==> src/rtl/instr_fetch.sv <==
// -----------------------------------------------------------------------------
// instr_fetch
//   Program-counter / fetch stage feeding the control decoder. Holds the PC,
//   presents it as the instruction-memory address, forwards the fetched word
//   to decode while running, resolves decoder branch requests through a
//   16-entry absolute-target LUT and the sc condition flag, and runs a
//   Start/Done program handshake with an IDLE/RUN/HALT state machine.
//
// Ports
//   Clk        in   1     clock, all state updates on the rising edge
//   Reset_n    in   1     asynchronous active-low reset
//   Start      in   1     start program at PC=0 (sampled each cycle, IDLE/HALT)
//   Done       out  1     program fetched HALT_CODE; held until next Start
//   run        out  1     high while executing; gates downstream writes
//   imem_addr  out  PCW   instruction memory address (equals PC)
//   imem_data  in   IW    instruction word at imem_addr
//   instr      out  IW    imem_data while running, otherwise all-zero no-op
//   Branch     in   2     00 none, 01 if sc, 10 if !sc, 11 always
//   targetLUT  in   4     LUT index of the branch target
//   sc_flag    in   1     condition bit used by conditional branches
//   lut_we     in   1     LUT write strobe (ignored while running)
//   lut_idx    in   4     LUT write index
//   lut_data   in   PCW   LUT write data (absolute target address)
//   icount     out  CNTW  instructions retired since last Start (saturating)
// -----------------------------------------------------------------------------
module instr_fetch #(
  parameter int              PCW       = 10,
  parameter int              IW        = 9,
  parameter logic [IW-1:0]   HALT_CODE = {IW{1'b0}},
  parameter int              CNTW      = 16
) (
  input  logic             Clk,
  input  logic             Reset_n,
  input  logic             Start,
  output logic             Done,
  output logic             run,
  output logic [PCW-1:0]   imem_addr,
  input  logic [IW-1:0]    imem_data,
  output logic [IW-1:0]    instr,
  input  logic [1:0]       Branch,
  input  logic [3:0]       targetLUT,
  input  logic             sc_flag,
  input  logic             lut_we,
  input  logic [3:0]       lut_idx,
  input  logic [PCW-1:0]   lut_data,
  output logic [CNTW-1:0]  icount
);

  typedef enum logic [1:0] {
    S_IDLE = 2'd0,
    S_RUN  = 2'd1,
    S_HALT = 2'd2
  } state_e;

  localparam logic [PCW-1:0]  PC_ONE  = {{(PCW-1){1'b0}}, 1'b1};
  localparam logic [CNTW-1:0] CNT_ONE = {{(CNTW-1){1'b0}}, 1'b1};

  state_e          state_q, state_d;
  logic [PCW-1:0]  pc_q, pc_d;
  logic [CNTW-1:0] cnt_q, cnt_d;
  logic [PCW-1:0]  lut_q [16];

  logic            is_halt_s;
  logic            taken_s;
  logic [PCW-1:0]  next_pc_s;
  logic [CNTW-1:0] cnt_inc_s;

  // Branch resolution and sequential PC for the word currently addressed.
  always_comb begin
    is_halt_s = (imem_data == HALT_CODE);
    case (Branch)
      2'b01:   taken_s = sc_flag;
      2'b10:   taken_s = ~sc_flag;
      2'b11:   taken_s = 1'b1;
      default: taken_s = 1'b0;
    endcase
    if (taken_s) begin
      next_pc_s = lut_q[targetLUT];
    end else begin
      // Natural modulo-2^PCW wrap.
      next_pc_s = pc_q + PC_ONE;
    end
    if (cnt_q == {CNTW{1'b1}}) begin
      cnt_inc_s = cnt_q;
    end else begin
      cnt_inc_s = cnt_q + CNT_ONE;
    end
  end

  // State, PC and retired-count registers.
  always_ff @(posedge Clk or negedge Reset_n) begin
    if (!Reset_n) begin
      state_q <= S_IDLE;
      pc_q    <= {PCW{1'b0}};
      cnt_q   <= {CNTW{1'b0}};
    end else begin
      state_q <= state_d;
      pc_q    <= pc_d;
      cnt_q   <= cnt_d;
    end
  end

  // Next-state logic for FSM, PC and counter.
  always_comb begin
    state_d = state_q;
    pc_d    = pc_q;
    cnt_d   = cnt_q;
    case (state_q)
      S_IDLE, S_HALT: begin
        if (Start) begin
          state_d = S_RUN;
          pc_d    = {PCW{1'b0}};
          cnt_d   = {CNTW{1'b0}};
        end else begin
          state_d = state_q;
        end
      end
      S_RUN: begin
        // The halt word is not retired and any branch on it is ignored.
        if (is_halt_s) begin
          state_d = S_HALT;
        end else begin
          pc_d  = next_pc_s;
          cnt_d = cnt_inc_s;
        end
      end
      default: begin
        state_d = S_IDLE;
        pc_d    = {PCW{1'b0}};
        cnt_d   = {CNTW{1'b0}};
      end
    endcase
  end

  // Outputs decode only registered state, so Start has no combinational path.
  always_comb begin
    run       = (state_q == S_RUN);
    Done      = (state_q == S_HALT);
    imem_addr = pc_q;
    icount    = cnt_q;
    if (state_q == S_RUN) begin
      instr = imem_data;
    end else begin
      instr = {IW{1'b0}};
    end
  end

  // Branch target LUT; loading is locked out while the program runs.
  always_ff @(posedge Clk or negedge Reset_n) begin
    if (!Reset_n) begin
      for (int i = 0; i < 16; i++) begin
        lut_q[i] <= {PCW{1'b0}};
      end
    end else begin
      if (lut_we && (state_q != S_RUN)) begin
        lut_q[lut_idx] <= lut_data;
      end
    end
  end

endmodule

==> config.mk <==
export PLATFORM = sky130hd
export DESIGN_NAME = instr_fetch
export DESIGN_NICKNAME = d
export VERILOG_FILES = /design/src/rtl/instr_fetch.sv
export SDC_FILE = /design/constraint.sdc
export NUM_CORES = 1
export LEC_CHECK = 0
export ABC_AREA = 0
export CAP_MARGIN = 15
export CORE_UTILIZATION = 30
export DETAILED_ROUTE_END_ITERATION = 10
export HOLD_SLACK_MARGIN = 0.05
export SYNTH_ARGS = -nofsm -noshare
export SYNTH_HDL_FRONTEND = slang
export SYNTH_SLANG_ARGS = --single-unit
export TNS_END_PERCENT = 10
==> constraint.sdc <==
create_clock -name Clk -period 4.15 [get_ports Clk]
set_clock_uncertainty 0.2 [all_clocks]
set_input_delay 0.83 -clock Clk [delete_from_list [all_inputs] [get_ports Clk]]
set_output_delay 0.83 -clock Clk [all_outputs]
set_load 0.005 [all_outputs]
==> impl_metrics.env <==
export IMPL_ioPinCount=71
export IMPL_wl_per_cell_um=19.4
export IMPL_netlist_instances=633
export IMPL_yosysWarnings=0
export IMPL_seq_area_um2=4700
export IMPL_clock_latency_ns=0.44
export IMPL_status="completed"
export IMPL_multi_input_area_um2=4170
export IMPL_clockBufferDepth=2
export IMPL_powerDensity_nw_per_um2=473
export IMPL_syn_area_per_cell_um2=14.3
export IMPL_die_h_um=176
export IMPL_place_congestion=0.810
export IMPL_synth_seq_area_share_pct=51.8
export IMPL_max_slew_margin_pct=38.2
export IMPL_worst_r2r_endpoint="lut_q[6]$_DFFE_PN0P_"
export IMPL_vias=5666
export IMPL_drt_iter0_drc=430
export IMPL_setup_viol=0
export IMPL_dieArea_um2=31000
export IMPL_port_buffers=70
export IMPL_ir_drop_mv=0.284
export IMPL_worstMarginPinSlew_ns=0.927
export IMPL_final_cells=1106
export IMPL_report_final_slew_viol_count=0
export IMPL_layout_commonest_cell="dfrtp_1"
export IMPL_synth_seq_cells=188
export IMPL_layout_common_cells="188 x dfrtp_1, 140 x mux2_2, 67 x clkdlybuf4s50_1, 36 x mux4_2, 24 x nand2_1"
export IMPL_cts_tree="built"
export IMPL_ys_flop_type="dfrtp_1"
export IMPL_ctsResizeCount=0
export IMPL_fillers=2868
export IMPL_drcViolationCount=0
export IMPL_reg2regPathDepth=5
export IMPL_grt_overflow_total=0
export IMPL_cap_violations=0
export IMPL_ys_async_sr_fraction_pct=100
export IMPL_ys_types=57
export IMPL_grt_pass1_wl_um=34400
export IMPL_fin_nets=740
export IMPL_syn_to_final_growth_pct=18.9
export IMPL_crit_required_ns=3.12
export IMPL_crit_path_end_kind="output pin"
export IMPL_antenna_cells=0
export IMPL_synth_edf_count=0
export IMPL_cts_setup_buffers=0
export IMPL_first_pass_iters=5
export IMPL_totalWireLength_um=21500
export IMPL_hold_path_class="input pin to async pin"
export IMPL_cts_buffers=17
export IMPL_ant_nets=0
export IMPL_path_class="register to output pin"
export IMPL_clk_pin_slew_ns=0.07
export IMPL_ctsHtreeMaxLevel=4
export IMPL_start_util_pct=30.6
export IMPL_timing_rr_start="state_q[0]$_DFFE_PN0P_"
export IMPL_dpl_cell_count=1075
export IMPL_track_usage_pct=14.7
export IMPL_hold_viol=0
export IMPL_netlist_area_um2=9080
export IMPL_ctsHoldBuffers=0
export IMPL_cts_sinks=188
export IMPL_rsz0062_at_grt="false"
export IMPL_grt_max_degree=109
export IMPL_drive_above_1_share_pct=37.3
export IMPL_start_kind="register"
export IMPL_fin_setup_tns_ns=0
export IMPL_syn_nets=669
export IMPL_cts_root_buf="clkbuf_16"
export IMPL_p_leak_nw=4.90
export IMPL_reg2reg_setup_slack_ns=1.63
export IMPL_cp_max_fo=20
export IMPL_post_route_period_util_pct=76.5
export IMPL_fin_crit_ns=3.17
export IMPL_hpwl_um=14300
export IMPL_antenna_found_initial=0
export IMPL_crit_arrival_ns=2.14
export IMPL_max_freq_mhz=315
export IMPL_core_um2=29700
export IMPL_rows=63
export IMPL_viasPerCell=5.12
export IMPL_die_w_um=176
export IMPL_first_global_vias=5751
## how the worst max path moves through the flow
stage / from / to / cells past startpoint
2_1_floorplan: targetLUT[1] / imem_addr[6]$_DFFE_PN0P_ / 6
3_3_place_gp: lut_idx[2] / lut_q[75]$_DFFE_PN0P_ / 4
3_5_place_dp: lut_idx[2] / lut_q[113]$_DFFE_PN0P_ / 4
4_1_cts: state_q[1]$_DFFE_PN0P_ / instr[1] / 5
5_1_grt: state_q[0]$_DFFE_PN0P_ / instr[5] / 5
6_report: state_q[1]$_DFFE_PN0P_ / instr[1] / 5
## area by class of cell
class | instances | share of cell area, %
sequential | 188 | 43.6
inverter | 5 | 0.174
timing repair buffer | 87 | 7.73
clock inverter | 13 | 1.44
multi-input combinational | 405 | 38.6
tap | 390 | 4.52
clock buffer | 18 | 3.97
## critical path, cell delays in order, from the launching register on
cell and delay (ns):
dfrtp_1 0.38, nand2b_1 0.14, buf_4 0.23, inv_2 0.29
and2_1 0.18, clkdlybuf4s50_1 0.49
## metrics by stage
stage               power, mW  hold WS [ns]  util [%]  worst slack (ns)  area (um2)
floorplan                3.04         0.271         -              1.63        9080
CTS                      5.16         0.305      36.3             0.962       10800
finish                   5.10         0.301      36.3             0.977       10800
detailed placement       3.51         0.287      34.4             0.827       10200
global route             5.37         0.318      36.3             0.838       10800
global placement         3.47         0.284      34.4             0.892       10200
## logic make-up (layout without fill, tap and decap cells)
kind of cell	after synthesis	count (layout)	synth area share, %
mux	202	202	31.0
flops	188	188	51.8
simple gates	120	120	8.06
compound gates	80	80	6.48
buf+inv	40	123	2.31
fa+ha+maj	2	2	0.276
xor+xnor	1	1	0.0965
## cell usage after synthesis, types with 3 or more instances
master,count,share of area (%)
mux4_1,4,1.2
nor2_1,11,0.45
a21oi_1,7,0.39
nor3_4,3,0.54
dfrtp_1,188,52
nor3_1,4,0.22
buf_6,4,0.50
mux4_2,36,8.9
o21ai_0,11,0.61
nand2_1,24,0.99
a21o_1,3,0.25
a31oi_1,6,0.41
mux2_2,140,17
nor3b_1,4,0.33
and3_1,7,0.48
o211ai_1,4,0.33
or3_1,4,0.28
buf_2,8,0.44
nand4_1,3,0.21
mux2_4,20,3.3
nor2b_1,4,0.28
and4_1,3,0.29
a221o_1,9,0.99
nand3_1,12,0.66
or4_1,3,0.25
o31ai_1,9,0.74
inv_1,4,0.17
nor2_2,9,0.62
and2_1,16,1.1
a22oi_1,17,1.4
clkbuf_1,19,0.79
nand2b_1,3,0.21
## sequential cells by signal, summed over array words and instances, names as in the netlist
register and flops:
lut_q 160, icount 16, state_q 2, imem_addr 10
## per-layer routing
| metal | share of wire [%] | vias to the layer above | global-route usage, % |
|---|---|---|---|
| li1 | - | 2566 | - |
| met1 | 47 | 2935 | 20.9 |
| met2 | 47 | 146 | 22.6 |
| met3 | 4.5 | 19 | 3.12 |
| met4 | 0.93 | 0 | 3.77 |
| met5 | 0 | - | 0 |
## power breakdown
part / switching, mW / total [mW] / internal [mW]
sequential: 0.243 / 2.41 / 2.17
combinational: 0.420 / 1.05 / 0.633
clock: 0.784 / 1.64 / 0.854
total: 1.45 / 5.10 / 3.66
Note: power is estimated with default switching activity, not from simulation.
